### src/rtl/freq_meas_pkg.sv
// Shared encodings, gate table and default thresholds for the auto-ranging
// frequency measurement sequencer.
package freq_meas_pkg;

    typedef enum logic [2:0] {
        ST_IDLE,
        ST_ARM,
        ST_MEAS,
        ST_EVAL,
        ST_DONE
    } state_t;

    typedef enum logic [1:0] {
        LK_NONE,
        LK_UP,
        LK_DOWN
    } lock_t;

    // Gate lengths 10 ms, 100 ms, 1 s, 2 s as (gate_time+1) x 10 ms
    localparam logic [3:0][7:0] GATE_TBL = {8'd199, 8'd99, 8'd9, 8'd0};
    localparam logic [1:0]  IDX_START       = 2'd1;
    localparam logic [15:0] LOW_THRESH_DEF  = 16'd100;
    localparam logic [15:0] HIGH_THRESH_DEF = 16'd60000;

    function automatic logic [7:0] gate_of(input logic [1:0] idx);
        return GATE_TBL[idx];
    endfunction

endpackage

### src/rtl/freq_meas_sequencer_if.sv
// Host/counter-facing signal bundle of the sequencer; slave is the sequencer side.
interface freq_meas_sequencer_if;
    logic        start;
    logic        stop;
    logic        cont;
    logic        meas_oe;
    logic [7:0]  gate_time;
    logic        data_en;
    logic [23:0] frequency;
    logic [23:0] result;
    logic        result_valid;
    logic [1:0]  range_idx;
    logic        err;
    logic        busy;

    modport master (
        output start, stop, cont, data_en, frequency,
        input  meas_oe, gate_time, result, result_valid, range_idx, err, busy
    );

    modport slave (
        input  start, stop, cont, data_en, frequency,
        output meas_oe, gate_time, result, result_valid, range_idx, err, busy
    );
endinterface

### src/rtl/freq_meas_sequencer_ms_tick_gen.sv
// 10 ms tick prescaler: counts while clr is low, emits a one-cycle tick and a
// saturating count of ticks since the last clear.
module ms_tick_gen #(
    parameter int MS_DIV = 500_000
) (
    input  logic        clk,
    input  logic        rst,
    input  logic        clr,
    output logic        tick,
    output logic [15:0] tick_cnt
);
    localparam int DW = (MS_DIV > 1) ? $clog2(MS_DIV) : 1;

    logic [DW-1:0] div;
    logic          wrap;

    assign wrap = (div == DW'(MS_DIV - 1));
    assign tick = !clr && wrap;

    always_ff @(posedge clk or posedge rst) begin
        if (rst) begin
            div      <= '0;
            tick_cnt <= '0;
        end else if (clr) begin
            div      <= '0;
            tick_cnt <= '0;
        end else begin
            div <= wrap ? '0 : div + 1'b1;
            if (wrap && tick_cnt != '1)
                tick_cnt <= tick_cnt + 16'd1;
        end
    end
endmodule

### src/rtl/freq_meas_sequencer.sv
// Auto-ranging controller for the reciprocal pulse counter: arms, measures,
// re-ranges with a one-direction lock and reports one validated result per run.
module freq_meas_sequencer
    import freq_meas_pkg::*;
#(
    parameter int          MS_DIV      = 500_000,
    parameter int          ARM_CYCLES  = 4,
    parameter int          TO_MARGIN   = 20,
    parameter logic [15:0] LOW_THRESH  = LOW_THRESH_DEF,
    parameter logic [15:0] HIGH_THRESH = HIGH_THRESH_DEF
) (
    input logic                  sys_clk,
    input logic                  sys_rst,
    freq_meas_sequencer_if.slave bus
);
    localparam int AW = $clog2(ARM_CYCLES + 1);

    state_t        state, state_nxt;
    lock_t         lock;
    logic [1:0]    idx, range_r;
    logic [23:0]   cap, result_r;
    logic          err_r;
    logic [AW-1:0] arm_cnt;
    logic          tick;
    logic [15:0]   tick_cnt, limit;
    logic [15:0]   hz;
    logic          cap_en, timeout, go_up, go_down, report;

    ms_tick_gen #(.MS_DIV(MS_DIV)) u_tick (
        .clk      (sys_clk),
        .rst      (sys_rst),
        .clr      (state != ST_MEAS),
        .tick     (tick),
        .tick_cnt (tick_cnt)
    );

    assign hz    = cap[23:8];
    assign limit = {8'd0, bus.gate_time} + 16'(1 + TO_MARGIN);

    always_comb begin
        state_nxt = state;
        cap_en    = 1'b0;
        timeout   = 1'b0;
        go_up     = 1'b0;
        go_down   = 1'b0;
        report    = 1'b0;
        if (bus.stop) begin
            state_nxt = ST_IDLE;
        end else begin
            unique case (state)
                ST_IDLE: if (bus.start) state_nxt = ST_ARM;
                ST_ARM:  if (arm_cnt == AW'(ARM_CYCLES - 1)) state_nxt = ST_MEAS;
                ST_MEAS: begin
                    // A capture on the timeout tick still counts as a reading
                    if (bus.data_en) begin
                        cap_en    = 1'b1;
                        state_nxt = ST_EVAL;
                    end else if (tick && tick_cnt >= limit) begin
                        timeout   = 1'b1;
                        state_nxt = ST_DONE;
                    end
                end
                ST_EVAL: begin
                    if (hz < LOW_THRESH && idx != 2'd3 && lock != LK_DOWN) begin
                        go_up     = 1'b1;
                        state_nxt = ST_ARM;
                    end else if (hz >= HIGH_THRESH && idx != 2'd0 && lock != LK_UP) begin
                        go_down   = 1'b1;
                        state_nxt = ST_ARM;
                    end else begin
                        report    = 1'b1;
                        state_nxt = ST_DONE;
                    end
                end
                ST_DONE: state_nxt = bus.cont ? ST_ARM : ST_IDLE;
                default: state_nxt = ST_IDLE;
            endcase
        end
    end

    always_ff @(posedge sys_clk or posedge sys_rst) begin
        if (sys_rst) begin
            state    <= ST_IDLE;
            lock     <= LK_NONE;
            idx      <= IDX_START;
            cap      <= '0;
            arm_cnt  <= '0;
            result_r <= '0;
            range_r  <= IDX_START;
            err_r    <= 1'b0;
        end else begin
            state   <= state_nxt;
            arm_cnt <= (state == ST_ARM && state_nxt == ST_ARM) ? arm_cnt + 1'b1 : '0;
            if (cap_en) cap <= bus.frequency;
            if (go_up) begin
                idx  <= idx + 2'd1;
                lock <= LK_UP;
            end else if (go_down) begin
                idx  <= idx - 2'd1;
                lock <= LK_DOWN;
            end else if (state_nxt == ST_ARM && (state == ST_IDLE || state == ST_DONE)) begin
                lock <= LK_NONE;
            end
            if (report) begin
                result_r <= cap;
                range_r  <= idx;
                err_r    <= 1'b0;
            end else if (timeout) begin
                // A dead input in continuous mode retries on the next shorter gate
                result_r <= '0;
                range_r  <= idx;
                err_r    <= 1'b1;
                if (bus.cont && idx != 2'd0) idx <= idx - 2'd1;
            end
        end
    end

    assign bus.meas_oe      = (state == ST_MEAS);
    assign bus.gate_time    = gate_of(idx);
    assign bus.result       = result_r;
    assign bus.result_valid = (state == ST_DONE);
    assign bus.range_idx    = range_r;
    assign bus.err          = err_r;
    assign bus.busy         = (state != ST_IDLE);
endmodule

### src/flat_wrapper.sv
// flat-port wrapper written by rule: the top's interface ports become plain ports
module freq_meas_sequencer_flat import freq_meas_pkg::*;
#(
    parameter int          MS_DIV      = 500_000,
    parameter int          ARM_CYCLES  = 4,
    parameter int          TO_MARGIN   = 20,
    parameter logic [15:0] LOW_THRESH  = LOW_THRESH_DEF,
    parameter logic [15:0] HIGH_THRESH = HIGH_THRESH_DEF
)
  (sys_clk, sys_rst, bus_start, bus_stop, bus_cont, bus_data_en, bus_frequency, bus_meas_oe, bus_gate_time, bus_result, bus_result_valid, bus_range_idx, bus_err, bus_busy);
  freq_meas_sequencer_if bus_i ();
  input logic sys_clk;
  input logic sys_rst;
  input wire logic [$bits(bus_i.start)-1:0] bus_start;
  input wire logic [$bits(bus_i.stop)-1:0] bus_stop;
  input wire logic [$bits(bus_i.cont)-1:0] bus_cont;
  input wire logic [$bits(bus_i.data_en)-1:0] bus_data_en;
  input wire logic [$bits(bus_i.frequency)-1:0] bus_frequency;
  output wire logic [$bits(bus_i.meas_oe)-1:0] bus_meas_oe;
  output wire logic [$bits(bus_i.gate_time)-1:0] bus_gate_time;
  output wire logic [$bits(bus_i.result)-1:0] bus_result;
  output wire logic [$bits(bus_i.result_valid)-1:0] bus_result_valid;
  output wire logic [$bits(bus_i.range_idx)-1:0] bus_range_idx;
  output wire logic [$bits(bus_i.err)-1:0] bus_err;
  output wire logic [$bits(bus_i.busy)-1:0] bus_busy;
  assign bus_i.start = bus_start;
  assign bus_i.stop = bus_stop;
  assign bus_i.cont = bus_cont;
  assign bus_i.data_en = bus_data_en;
  assign bus_i.frequency = bus_frequency;
  assign bus_meas_oe = bus_i.meas_oe;
  assign bus_gate_time = bus_i.gate_time;
  assign bus_result = bus_i.result;
  assign bus_result_valid = bus_i.result_valid;
  assign bus_range_idx = bus_i.range_idx;
  assign bus_err = bus_i.err;
  assign bus_busy = bus_i.busy;
  freq_meas_sequencer #(.MS_DIV(MS_DIV), .ARM_CYCLES(ARM_CYCLES), .TO_MARGIN(TO_MARGIN), .LOW_THRESH(LOW_THRESH), .HIGH_THRESH(HIGH_THRESH)) u_core (.sys_clk(sys_clk), .sys_rst(sys_rst), .bus(bus_i));
endmodule
### config.mk
export PLATFORM = sky130hd
export DESIGN_NAME = freq_meas_sequencer_flat
export DESIGN_NICKNAME = d
export VERILOG_FILES = /design/src/rtl/freq_meas_pkg.sv /design/src/rtl/freq_meas_sequencer_if.sv /design/src/rtl/freq_meas_sequencer_ms_tick_gen.sv /design/src/rtl/freq_meas_sequencer.sv /design/src/flat_wrapper.sv
export SDC_FILE = /design/constraint.sdc
export NUM_CORES = 1
export LEC_CHECK = 0
export ABC_CLOCK_PERIOD_IN_PS = 3250
export BUFFER_PORTS_ARGS = -buffer_cell sky130_fd_sc_hd__buf_2
export CAP_MARGIN = 25
export CORE_ASPECT_RATIO = 1.75
export CORE_MARGIN = 2
export CORE_UTILIZATION = 40
export CTS_CLUSTER_SIZE = 28
export DETAILED_ROUTE_END_ITERATION = 10
export HOLD_SLACK_MARGIN = 0.05
export PLACE_DENSITY = 0.59
export SETUP_SLACK_MARGIN = 0.05
export SLEW_MARGIN = 20
export SYNTH_ARGS = -nofsm -noshare
export SYNTH_HDL_FRONTEND = slang
export SYNTH_SLANG_ARGS = --single-unit
### constraint.sdc
create_clock -name sys_clk -period 3.25 [get_ports sys_clk]
set_clock_uncertainty 0.15 [all_clocks]
set_input_delay 0.65 -clock sys_clk [delete_from_list [all_inputs] [get_ports sys_clk]]
set_output_delay 0.65 -clock sys_clk [all_outputs]
set_load 0.05 [all_outputs]
== After elaboration in Yosys (flattened, before gate mapping) ==
Index checks and enable logic that the tools add are counted.
Storage, ports and cells
  flip-flop bits (word level): 96
  bits of input ports: 30
  output and inout bits: 38
  word-level logic and storage cells: 98
Cells by class
  add/subtract/negate cells: 6
  magnitude comparators: 4
  equality and inequality tests: 12
  muxes and demuxes: 48
  reductions and logical operators: 18
Operator list (number)
  $mux W24: 2
  $mux W19: 2
  $mux W16: 2
  $mux W3: 8
  $mux W1: 21
  $mux W2: 10
  $add A19 B1 Y19 const B: 1
  $eq A19 B19 Y1 const B: 1
  $add A16 B1 Y16 const B: 1
  $bmux W8 S2: 1
  $ge A16 B16 Y1: 1
  $ge A16 B16 Y1 const B: 1
  $lt A16 B7 Y1 const B: 1
  $ne A16 B16 Y1 const B: 1
  $pmux W3 S5: 1
  $logic_and A1 B1 Y1: 10
  $add A8 B5 Y9 const B: 1
  $eq A3 B2 Y1 const B: 3
  $mux W8: 1
  $eq A3 B1 Y1 const B: 2
  $reduce_bool A2 Y1: 3
  $reduce_bool A3 Y1: 2
  $ne A2 B2 Y1 const B: 2
  $add A3 B1 Y3 const B: 1
  9 further kinds: 9

== Logic depth before layout (Yosys ltp) ==
Gate-level depths: netlist (run 1).
  depth in word-level cells: 14
  gate-level depth with buffers: 12
  gate-level depth less buffers: 11

== Hierarchy ==
From an unflattened synthesis (run 1), not the netlist that was laid out.
Second synthesis, totals
  cell total of the unflattened synthesis: 433
  area, all modules: 4792.1 um^2
By module, submodules not included
  freq_meas_sequencer: instances 1, cells each 244, area each 2982.9 um^2, sequential area each 1529.0 um^2
  ms_tick_gen: instances 1, cells each 189, area each 1809.2 um^2, sequential area each 875.8 um^2

== Worst setup path after synthesis (run 1) ==
Ideal clock, no wire load.
  path kind: register -> register
  from: register u_core.idx[1]
  to: register u_core.result_r[10] (netlist: u_core.bus.result[10])
  library setup time: 121 ps
  arrival time: 2822 ps
  data required time: 2979 ps
  path slack: 157 ps
  stages on the path, launching flop included: 12
  path buffers: 1
  clock period less this slack: 3093 ps
  path through: dfrtp_1 > inv_1 > ha_1 > inv_1 > a32o_1 > ha_1 > nand4_1 > a21o_2 > a2111oi_4 > nor2_4 > buf_6 > a22o_1
On the way
  longest elaborated chain between the ends: 10
  elaborated cells between the ends (all ways): 21
  classes of those cells: add/sub: 1; order compare: 1; eq/ne: 1; mux: 11; reduce/logical: 7
RTL lines
  start, declared: line freq_meas_sequencer.sv:20  | logic [1:0] idx, range_r;
  start signal, assigned: line freq_meas_sequencer.sv:96  | idx <= idx + 2'd1;
  start signal, assigned: line freq_meas_sequencer.sv:99  | idx <= idx - 2'd1;
  start signal, assigned: line freq_meas_sequencer.sv:113  | if (bus.cont && idx != 2'd0) idx <= idx - 2'd1;
  $bmux W8 S2: line freq_meas_pkg.sv:26  | return GATE_TBL[idx];
  $mux W8 (implied by the code): line freq_meas_pkg.sv:26
  net bus_gate_time[0]: line flat_wrapper.sv:20  | output wire logic [$bits(bus_i.gate_time)-1:0] bus_gate_time;
  $add A8 B5 Y9: line freq_meas_sequencer.sv:38  | assign limit = {8'd0, bus.gate_time} + 16'(1 + TO_MARGIN);
  $ge A16 B16 Y1: line freq_meas_sequencer.sv:58  | end else if (tick && tick_cnt >= limit) begin
  $logic_and A1 B1 Y1: line freq_meas_sequencer.sv:58
  $mux W1: line freq_meas_sequencer.sv:58
  $mux W1: line freq_meas_sequencer.sv:55  | if (bus.data_en) begin
  $mux W1: line freq_meas_sequencer.sv:50  | unique case (state)
  $mux W1: line freq_meas_sequencer.sv:47  | if (bus.stop) begin
  $reduce_bool A2 Y1 (no source line)
  end signal, assigned: line freq_meas_sequencer.sv:105  | result_r <= cap;
  end, declared: line freq_meas_sequencer.sv:21  | logic [23:0] cap, result_r;
The timed path passes the listed nets, and every way through them passes these cells. The select of a mux whose other input is x is not followed.
A chain may end at the register's enable or synchronous reset.

== Worst setup path in the final report (run 1) ==
  from: register u_core.idx[1]
  to: register u_core.result_r[17] (netlist: u_core.bus.result[17])
On the way
  longest elaborated chain between the ends: 10
  elaborated cells between the ends (all ways): 21
  classes of those cells: add/sub: 1; order compare: 1; eq/ne: 1; mux: 11; reduce/logical: 7
RTL lines (line)
  $bmux W8 S2: freq_meas_pkg.sv:26
  $mux W8 (implied by the code): freq_meas_pkg.sv:26
  $add A8 B5 Y9: freq_meas_sequencer.sv:38
  $ge A16 B16 Y1: freq_meas_sequencer.sv:58
  $logic_and A1 B1 Y1: freq_meas_sequencer.sv:58
  $mux W1: freq_meas_sequencer.sv:58
  $mux W1: freq_meas_sequencer.sv:55
  $mux W1: freq_meas_sequencer.sv:50
  $mux W1: freq_meas_sequencer.sv:47
  $reduce_bool A2 Y1 (no source line)
Several ways; a longest one is shown, not always the timed one. The select of a mux whose other input is x is not followed.

==> key figures, run 1 <==
Outcome
  – Status: finished clean

Layout
  – Antenna cells: 0
  – Share of cells above drive strength 1: 31.6%
  – Final Core Density: between 40% and 50%
  – Post-route insts no fill: ~620
  – Syn-to-layout area delta: 16.8%
  – Final instance area: 5470 um^2
  – Final nets: approximately 530

Worst setup path
  – Crit path launch type: flop
  – WP data required: about 3300 ps
  – Critical path class: flop to flop
  – Endpoint class of the critical path: flop
  – Arrival @ worst endpoint: ~3100 ps
  – CP max FO: 21

Clock network
  – Reg clk slew, reported paths: 70 ps
  – Clock Latency Late Sink: 350 ps
  – CTS tree: done
  – Root Buffer: clkbuf_16
  – CTS Buffer Depth: 2
  – CTS buffer count: 9
  – CTS Hold Bufs: 0
  – Clock sink count: 96
  – Number of H-tree levels: 3

Min path
  – Hold crit path type: input port to async pin

Detailed routing
  – Met2 WL: 5.34 mm
  – DRT antenna net count: 0
  – Initial DRC count: 115
  – DRC: 0
  – Routed WL: approximately 10 mm
  – Wl on met1: 4.12 mm
  – Top Metal Used: met4
  – Via count: about 3300
  – Drt first pass iters: 4
  – WL met3: around 360 um
  – Routed len/inst: roughly 16 um
  – Via/cell ratio: approximately 5.3

Placed design
  – Post-DP Area: a little over 5000 um^2
  – Port buffer count: 66
  – Placed insts: 598
  – DP HPWL: 7.25 mm
  – Gpl congestion: approximately 0.84

Synthesis
  – Mapped cell area: approximately 4700 um^2
  – Number of synthesized flops with an enable pin: 0
  – Cells after synthesis: between 400 and 500
  – Seq/Total Area, Yosys: between 50% and 60%
  – Most used DFF post-synth: dfrtp_1
  – Syn avg cell area: 11.5 um^2
  – Post-synth cell types: slightly above 60
  – Mapped Nets: around 460
  – FFs w/ async S/R, synth: between 90% and 100%
  – Synth warn: 0
  – Number of synthesized register bits: 96

STA
  – RSZ-0062 raised after global routing: false
  – Setup TNS: 0 ps
  – Final period util: 93.6%
  – Worst rel slew slack: a little under three fifths
  – Peak Freq: around 330 MHz
  – Final hold vios: 0
  – Setup Viol. Count Final: 0
  – Tightest Pin Transition: ~660 ps
  – Min cycle time layout: roughly 3000 ps
  – Final max-slew violation count: 0

Floorplanning
  – Initial Util: just over 40%
  – # rows: 52
  – Die H: ~150 um
  – IO Count: 68
  – DIE AREA: 12600 um^2
  – Core Region: ~12000 um^2
  – Chip width: roughly 86 um

Power
  – Overall power: 2.38 mW
  – Peak supply drop: 361 uV
  – Pwr/cell area: between 400 and 500 nW/um^2
  – Leakage power: 2.61 nW

Global routing
  – Antenna violations before repair: 0
  – GRT overflow: 0
  – Largest net degree at the start of global routing: 73
  – Vias in the first global route: roughly 3400
  – Global-route wire length before repair: ~17 mm
  – GRT Overall Usage: ~17%

Job
  – Max Cap Viol: 0
cell usage in the layout, fill, tap and decap left out, drive strengths merged, types with 12 or more instances in the layout:
cell type  count
ha            19
clkbuf        12
nand3         14
nand2         21
mux2          27
a22o          25
xnor2         18
nor2          50
dfrtp         94
inv           17
buf           79
xor2          14
worst paths after layout:
check	from	endpoint	slack (ps)	depth (start not counted)
worst max-delay path	u_core.idx[1]	u_core.bus.result[17]	210	12
worst min-delay path	sys_rst	u_core.u_tick.div[16]	200	2
worst max register to register	u_core.idx[1]	u_core.bus.result[17]	210	12
worst min register to register	u_core.arm_cnt[0]	u_core.arm_cnt[0]	280	1
max in group asynchronous	sys_rst	u_core.idx[0]	1950	3
min in group sys_clk	u_core.arm_cnt[0]	u_core.arm_cnt[0]	280	1
logic make-up after synthesis:
logic type               Yosys count  synth area share [%]
other                              1                0.0801
AO/OA/AOI/OAI                     47                  8.63
buffers and inverters             33                  4.36
XOR/XNOR                          32                  5.99
multiplexers                      28                  6.87
AND/OR/NAND/NOR                  150                  17.6
flip-flops                        96                  51.4
adder cells (fa/ha/maj)           19                  5.08
routing by layer:
| metal | track usage [%] | up-vias |
|---|---|---|
| met4 | 5.32 | 0 |
| met1 | 19.8 | 1634 |
| li1 | - | 1577 |
| met2 | 29.8 | 62 |
| met5 | 0 | - |
| met3 | 3.65 | 14 |
cells in the mapped netlist, types with 2 or more instances:
master	count	share of area [%]
nor2_1	49	3.9
a22o_1	20	3.7
and3_1	2	0.27
clkbuf_1	2	0.16
nor3b_1	3	0.48
o22ai_1	2	0.27
nor2b_1	2	0.27
mux2_4	2	0.64
dfrtp_1	94	50
and4_1	3	0.56
nor4b_1	4	0.75
a211oi_1	2	0.32
a21oi_1	4	0.43
mux2_2	25	6.0
and3_2	2	0.32
or2_2	2	0.27
and2_1	2	0.27
nand2_1	21	1.7
xor2_1	14	2.6
buf_4	5	0.80
inv_1	15	1.2
o211ai_1	2	0.32
nor4_1	10	1.3
a22o_2	5	1.1
buf_2	4	0.43
dfstp_2	2	1.1
xnor2_1	18	3.4
nor3_1	9	0.96
or3_1	4	0.53
nand4_1	7	0.94
buf_6	4	0.96
nand2b_1	2	0.27
ha_1	19	5.1
o21a_1	3	0.48
nand3_1	14	1.5
and2_2	2	0.32
o21ai_0	2	0.21
report_power, final:
| group | switching, mW | leakage (nW) | internal (mW) | total [mW] |
|---|---|---|---|---|
| Sequential | 0.0103 | 1.33 | 1.20 | 1.21 |
| Clock | 0.460 | 0.144 | 0.570 | 1.03 |
| Combinational | 0.0899 | 1.14 | 0.0458 | 0.136 |
per-stage QoR:
stage               hold WS, ps  setup slack [ps]
finish                      201               209
global route                227              44.6
CTS                         205               127
detailed placement          280               147
global placement            272               262
floorplan                   260               157
worst max-delay path, stage by stage (launching register included):
cell	delay [ps]
dfrtp_2	450
inv_4	100
ha_2	200
inv_1	60
a32o_1	260
ha_1	270
nand4_1	110
o22ai_1	190
nor2_1	110
a2111oi_4	500
nor2_4	130
buf_12	180
a22o_2	210
area by class of cell:
class	instances	area, um^2
fillers	1074	6050
flip-flops and latches	96	2410
multi-input cells	277	2080
repair buffers	79	453
clock buffers	12	256
well taps	135	169
inverters	16	66.3
clock inverters	4	35.0
registers in the layout (all words and copies together) (netlist names):
signal	cells
u_core.bus.result	24
u_core.cap	24
u_core.u_tick.div	19
u_core.u_tick.tick_cnt	16
u_core.arm_cnt	3
u_core.state	3
u_core.bus.range_idx	2
u_core.idx	2
u_core.lock	2
u_core.bus.err	1
repair_timing:
item,CTS,global route
endpoints found under the setup margin,0,22
buffers inserted,0,5
gates resized for setup,0,5
endpoints found under the hold margin,0,0
(Power assumes the default switching activity.)
==> inputs of run 2 (changes only) <==
--- a/config.mk
+++ b/config.mk
@@ -5,16 +5,16 @@
 export SDC_FILE = /design/constraint.sdc
 export NUM_CORES = 1
 export LEC_CHECK = 0
-export ABC_CLOCK_PERIOD_IN_PS = 3250
+export ABC_CLOCK_PERIOD_IN_PS = 2800
 export BUFFER_PORTS_ARGS = -buffer_cell sky130_fd_sc_hd__buf_2
 export CAP_MARGIN = 25
 export CORE_ASPECT_RATIO = 1.75
 export CORE_MARGIN = 2
-export CORE_UTILIZATION = 40
-export CTS_CLUSTER_SIZE = 28
+export CORE_UTILIZATION = 56
+export CTS_CLUSTER_SIZE = 30
 export DETAILED_ROUTE_END_ITERATION = 10
 export HOLD_SLACK_MARGIN = 0.05
-export PLACE_DENSITY = 0.59
+export PLACE_DENSITY = 0.75
 export SETUP_SLACK_MARGIN = 0.05
 export SLEW_MARGIN = 20
 export SYNTH_ARGS = -nofsm -noshare
==> constraint.sdc (replaced) <==
create_clock -name sys_clk -period 2.8 [get_ports sys_clk]
set_clock_uncertainty 0.15 [all_clocks]
set_input_delay 0.56 -clock sys_clk [delete_from_list [all_inputs] [get_ports sys_clk]]
set_output_delay 0.56 -clock sys_clk [all_outputs]
set_load 0.05 [all_outputs]
==> run 2 against run 1 <==
The flow now finishes with violations (setup timing). Via count grew 4.0%. Critical path depth shrank 1. Power grew 14%. Sequential power grew 17%. Die area shrank 28%. Maximum frequency grew 5.2%. Critical path type unchanged. First-iteration DRC count grew 82%. Cell area grew 1.5%. Critical endpoint is now u_core.bus.result[18]. Highest routed layer unchanged. Flip-flop and latch count is the same. Register-to-register slack lost 300 ps. Final cell count shrank 4.7%. Largest power group unchanged. Utilization grew 20 points.
==> key figures, run 2 (synthesis results as in run 1) <==
Clock network
  – Clock Latency Late Sink: 340 ps (about the same)
  – CTS buffer count: 9 (unchanged)
  – CTS Hold Bufs: 0 (unchanged)
  – Clock sink count: 96 (unchanged)
  – CTS tree: done
  – Root Buffer: clkbuf_16
  – Reg clk slew, reported paths: 70 ps (about the same)
  – Number of H-tree levels: 3 (unchanged)
  – CTS Buffer Depth: 2 (unchanged)

STA
  – Peak Freq: 346 MHz (+5.2%)
  – Setup TNS: -1010 ps (-1010 ps)
  – Final period util: 103% (+9.6 points)
  – Min cycle time layout: 2890 ps (-151 ps)
  – Worst rel slew slack: 50.4% (-5.6 points)
  – Worst setup margin: -90.0 ps (-299 ps)
  – Fin Hold WS: 184 ps (-16.8 ps)
  – Setup Viol. Count Final: 22 (+22)
  – Tightest Pin Transition: 743 ps (+87.0 ps)
  – RSZ-0062 raised after global routing: true
  – Final max-slew violation count: 0 (unchanged)
  – Final hold vios: 0 (unchanged)

Floorplanning
  – # rows: 44 (-15%)
  – Chip width: 73.1 um (-15%)
  – Initial Util: 57.1% (+16 points)
  – Core Region: 8200 um^2 (-29%)
  – Die H: 125 um (-15%)
  – IO Count: 68 (unchanged)
  – DIE AREA: 9130 um^2 (-28%)

Layout
  – Most common cell after layout, fill and taps aside: dfrtp_1
  – Share of cells above drive strength 1: 34.1% (+2.5 points)
  – Most frequent cells in the layout: dfrtp_1 (93), buf_2 (65), nor2_1 (47)
  – Fill count: 618 (-42%)
  – Final nets: 542 (+2.7%)
  – Final Core Density: 67.7% (+20 points)
  – Syn-to-layout area delta: 18.6%
  – Antenna cells: 0 (unchanged)
  – Post-route insts no fill: 590 (-4.7%)

Detailed routing
  – Drt first pass iters: 4 (unchanged)
  – DRC: 0 (unchanged)
  – Initial DRC count: 209 (+82%)
  – Routed len/inst: 17.4 um (+7.9%)
  – Routed WL: 10.3 mm (+2.8%)
  – Via count: 3418 (+4.0%)
  – Via/cell ratio: 5.79 (+9.1%)
  – DRT antenna net count: 0 (unchanged)

Global routing
  – GRT Overall Usage: 24.0% (+7.2 points)
  – Largest net degree at the start of global routing: 35 (-52%)
  – GRT overflow: 0 (unchanged)
  – Antenna violations before repair: 0 (unchanged)
  – Vias in the first global route: 3628 (+5.4%)
  – Global-route wire length before repair: 17.1 mm (+1.8%)

Worst setup path
  – Crit path launch type: flop
  – CP max FO: 21 (unchanged)
  – Endpoint class of the critical path: flop
  – Worst path max stage delay: 440 ps (-60 ps)
  – Worst-path cell chain: inv_4 > ha_4 > clkinvlp_4 > a32o_1 > ha_1 > nand4_1 > a21o_2 > a2111oi_4 > nor2_4 > buf_12 > a22o_2
  – Slowest-stage cell, CP: dfrtp_2
  – Arrival @ worst endpoint: 2960 ps (-160 ps)
  – Critical path class: flop to flop
  – WP data required: 2870 ps (-460 ps)

Power
  – Sequential power share: 52.0% (+1.0 points)
  – Sw frac: 23.3% (-0.24 points)
  – Pwr/cell area: 489 nW/um^2 (+12%)
  – Int Power: 2.08 mW (+14%)
  – Switch Pwr: 0.632 mW (+13%)
  – Peak supply drop: 418 uV (+16%)
  – Comb pwr share: 7.3% (+1.6 points)
  – Clock network power share: 40.8% (-2.5 points)
  – Leakage power: 2.68 nW (+2.6%)

Job
  – Max Cap Viol: 0 (unchanged)

Placed design
  – DP HPWL: 7.27 mm (+0.25%)
  – Post-place setup slack: -64.9 ps (-212 ps)
  – Port buffer count: 66 (unchanged)
  – Placed insts: 568 (-5.0%)
  – Gpl congestion: 0.808 (-4.3%)

Outcome
  – Failing checks: setup timing
  – Status: finished with violations

Min path
  – Hold crit path type: input port to async pin
## run 2: changes by cell type in the layout (fill, tap and decap cells not counted), moves of 2 or more
cell | before | now
buf_4 | 11 | 22
buf_6 | 0 | 3
clkinvlp_4 | 1 | 4
clkbuf_8 | 2 | 0
clkinv_2 | 0 | 2
clkinv_4 | 2 | 0
## run 2: final cells by class
class	instances	area (um^2)	area share (%)
sequential	96	2410	43.3
timing repair buffer	93	579	10.4
multi-input combinational	277	2110	38.1
clock buffer	11	233	4.19
inverter	16	70.1	1.26
clock inverter	5	33.8	0.609
tap	92	115	2.07
## run 2: what timing repair did
action / 4_1_cts / 5_1_grt
hold endpoints to repair: 0 / 0
setup endpoints to repair: 28 / 30
pin swaps: 3 / 1
buffers inserted: 5 / 4
resized for setup: 2 / 8
## run 2: critical path, delay by kind of cell (launching register included)
| kind | cells | cell delay (ps) |
|---|---|---|
| and+or+nand+nor | 2 | 210 |
| AOI/OAI and AO/OA | 4 | 1150 |
| buffers and inverters | 3 | 370 |
| DFF | 1 | 440 |
| adders and majority gates | 2 | 450 |
## run 2: per-layer routing
metal | up-vias | track usage (%) | wire length (um)
met4 | 0 | 9.48 | 273
li1 | 1610 | - | -
met3 | 25 | 5.16 | 419
met1 | 1698 | 28.7 | 4030
met2 | 85 | 41.1 | 5540
met5 | - | 0 | 0
## run 2: final timing paths
kind | slack [ps] | depth (start not counted) | end | from
setup / recovery | -90 | 11 | u_core.bus.result[18] | u_core.idx[1]
hold / removal | 180 | 2 | u_core.bus.result[11] | sys_rst
setup reg to reg | -90 | 11 | u_core.bus.result[18] | u_core.idx[1]
hold reg to reg | 280 | 1 | u_core.arm_cnt[0] | u_core.arm_cnt[0]
max in group asynchronous | 1680 | 3 | u_core.u_tick.div[1] | sys_rst
min in group sys_clk | 280 | 1 | u_core.arm_cnt[0] | u_core.arm_cnt[0]
## run 2: metrics by stage
step	area (um^2)	power [mW]
2_1_floorplan	4710	1.55
5_1_grt	5550	2.81
4_1_cts	5520	2.73
3_3_place_gp	5190	1.61
6_report	5550	2.71
3_5_place_dp	5200	1.61
## run 2: power groups by stage
stage               clock network [mW]  logic (mW)  registers, mW
detailed placement                   0       0.179           1.44
floorplan                            0       0.112           1.44
finish                            1.11       0.198           1.41
global placement                     0       0.172           1.43
CTS                               1.13       0.191           1.41
global route                      1.18       0.218           1.41
==> inputs of run 3 (changes only) <==
--- a/config.mk
+++ b/config.mk
@@ -9,12 +9,11 @@
 export BUFFER_PORTS_ARGS = -buffer_cell sky130_fd_sc_hd__buf_2
 export CAP_MARGIN = 25
 export CORE_ASPECT_RATIO = 1.75
-export CORE_MARGIN = 2
-export CORE_UTILIZATION = 56
+export CORE_UTILIZATION = 52
 export CTS_CLUSTER_SIZE = 30
 export DETAILED_ROUTE_END_ITERATION = 10
 export HOLD_SLACK_MARGIN = 0.05
-export PLACE_DENSITY = 0.75
+export PLACE_DENSITY = 0.71
 export SETUP_SLACK_MARGIN = 0.05
 export SLEW_MARGIN = 20
 export SYNTH_ARGS = -nofsm -noshare
==> run 3 against run 2 <==
The flow still finishes with violations (setup timing). Sequential share of layout area is 0.97 points lower. Power increased by 5.5%. Hold slack got worse by 58 ps. First-iteration DRC count decreased by 11%. Critical endpoint is now u_core.bus.range_idx[1]. Largest cell class unchanged.
==> key figures, run 3 (synthesis results as in run 1) <==
Worst setup path
  – Worst path max stage delay: 430 ps (about the same)
  – Crit path launch type: flop
  – FF-to-FF End: u_core.bus.range_idx[1]
  – Worst R2R Start: u_core.idx[1]
  – Crit-path leading delay family: buffers and inverters
  – Endpoint class of the critical path: flop
  – WP data required: 2870 ps (about the same)
  – Critical path class: flop to flop
  – Crit path top cell by count: buf_4
  – CP max FO: 8 (-62%)
  – Slowest-stage cell, CP: dfrtp_2
  – Arrival @ worst endpoint: 2960 ps (about the same)
  – Worst setup startpoint: u_core.idx[1]
  – Worst path bufs/invs: 4 (+1)
  – Reg2reg setup slack: -90 ps (about the same)
  – FF-to-FF path depth: 12 (+1)
  – Worst-path cell chain: buf_4 > buf_4 > ha_1 > inv_1 > ha_1 > a21oi_2 > o22ai_1 > nor2_2 > a2111oi_4 > buf_4 > nor2_4 > mux2_4

Min path
  – Hold crit path type: input port to async pin

Detailed routing
  – Drt first pass iters: 5 (+1)
  – DRT antenna net count: 0 (unchanged)
  – DRC: 0 (unchanged)
  – Via/cell ratio: 5.64 (-2.6%)
  – Via count: 3488 (+2.0%)
  – Routed len/inst: 16.8 um (-3.6%)
  – Initial DRC count: 187 (-11%)
  – Routed WL: 10.4 mm (+0.94%)

Placed design
  – Post-place setup slack: -132 ps (-67.6 ps)
  – DP HPWL: 7.31 mm (+0.55%)
  – Post-DP Area: 5240 um^2 (+0.75%)
  – Gpl congestion: 0.797 (-1.4%)
  – Placed insts: 594 (+4.6%)
  – Port buffer count: 66 (unchanged)

Floorplanning
  – Die H: 128 um (+2.1%)
  – DIE AREA: 9400 um^2 (+2.9%)
  – Core Region: 8730 um^2 (+6.4%)
  – Initial Util: 53.6% (-3.4 points)
  – # rows: 45 (+2.3%)
  – IO Count: 68 (unchanged)
  – Chip width: 73.7 um (+0.83%)

STA
  – Final max-slew violation count: 0 (unchanged)
  – Final period util: 103% (-0.13 points)
  – Setup Viol. Count Final: 24 (+9.1%)
  – RSZ-0062 raised after global routing: true
  – Fin Hold WS: 126 ps (-58.4 ps)
  – Min cycle time layout: 2890 ps (-3.76 ps)
  – Final hold vios: 0 (unchanged)
  – Worst setup margin: -86.2 ps (+3.76 ps)
  – Tightest Pin Transition: 596 ps (-147 ps)
  – Worst rel slew slack: 60.2% (+9.8 points)
  – Peak Freq: 346 MHz (+0.13%)
  – Setup TNS: -1030 ps (-21.3 ps)

Clock network
  – Clock Latency Late Sink: 340 ps (about the same)
  – Root Buffer: clkbuf_16
  – CTS Hold Bufs: 0 (unchanged)
  – Reg clk slew, reported paths: 60 ps (about the same)
  – CTS tree: done
  – CTS Buffer Depth: 2 (unchanged)
  – Number of H-tree levels: 3 (unchanged)
  – Clock sink count: 96 (unchanged)
  – CTS buffer count: 9 (unchanged)

Global routing
  – Global-route wire length before repair: 17.4 mm (+1.6%)
  – Antenna violations before repair: 0 (unchanged)
  – Largest net degree at the start of global routing: 50 (+43%)
  – Vias in the first global route: 3704 (+2.1%)
  – GRT overflow: 0 (unchanged)
  – GRT Overall Usage: 24.4% (+0.43 points)

Power
  – Leakage power: 2.71 nW (+1.2%)
  – Overall power: 2.86 mW (+5.5%)
  – Peak supply drop: 468 uV (+12%)
  – Pwr/cell area: 504 nW/um^2 (+3.2%)

Layout
  – Antenna cells: 0 (unchanged)
  – Final nets: 545 (+0.55%)
  – Post-route insts no fill: 618 (+4.7%)
  – Sequential Area: 2410 um^2 (unchanged)
  – Final Core Density: 65.1% (-2.6 points)
  – Syn-to-layout area delta: 21.3%
  – Most common cell after layout, fill and taps aside: dfrtp_1
  – Final instance area: 5680 um^2 (+2.3%)
  – Most frequent cells in the layout: dfrtp_1 (93), buf_2 (66), nor2_1 (47)
  – Fill count: 660 (+6.8%)
  – Area of the multi-input gates: 2160 um^2 (+2.0%)
  – Share of cells above drive strength 1: 35.5% (+1.4 points)

Outcome
  – Failing checks: setup timing
  – Status: finished with violations

Job
  – Max Cap Viol: 0 (unchanged)
[run 3: final cells by class]
cell class,instances,area share [%]
sequential,96,42.4
multi-input combinational,278,38.0
timing repair buffer,95,10.2
clock buffer,13,4.76
tap,117,2.58
inverter,16,1.28
clock inverter,3,0.815
[run 3: worst max path at each step]
stage,to,cells past startpoint
finish,u_core.bus.range_idx[1],12
global route,u_core.bus.range_idx[1],12
CTS,u_core.bus.range_idx[1],10
detailed placement,u_core.bus.result[10],12
global placement,u_core.bus.result[15],12
floorplan,u_core.bus.result[10],12
[run 3: timing repair]
item | 4_1_cts | 5_1_grt
pin swaps | 4 | 2
cloned | 1 | 0
gates resized for setup | 5 | 6
endpoints found under the setup margin | 28 | 30
setup buffers | 4 | 3
[run 3: metal layers]
layer  vias up  wire length (um)  global-route usage (%)
met5         -                 0                       0
met4         0               314                    11.1
met3        26               410                    3.79
met2       100              5620                    44.0
met1      1744              4010                    27.5
li1       1618                 -                       -
[run 3: power by group]
part / switching, mW / internal, mW
Clock: 0.504 / 0.769
Sequential: 0.0127 / 1.40
Combinational: 0.111 / 0.0682
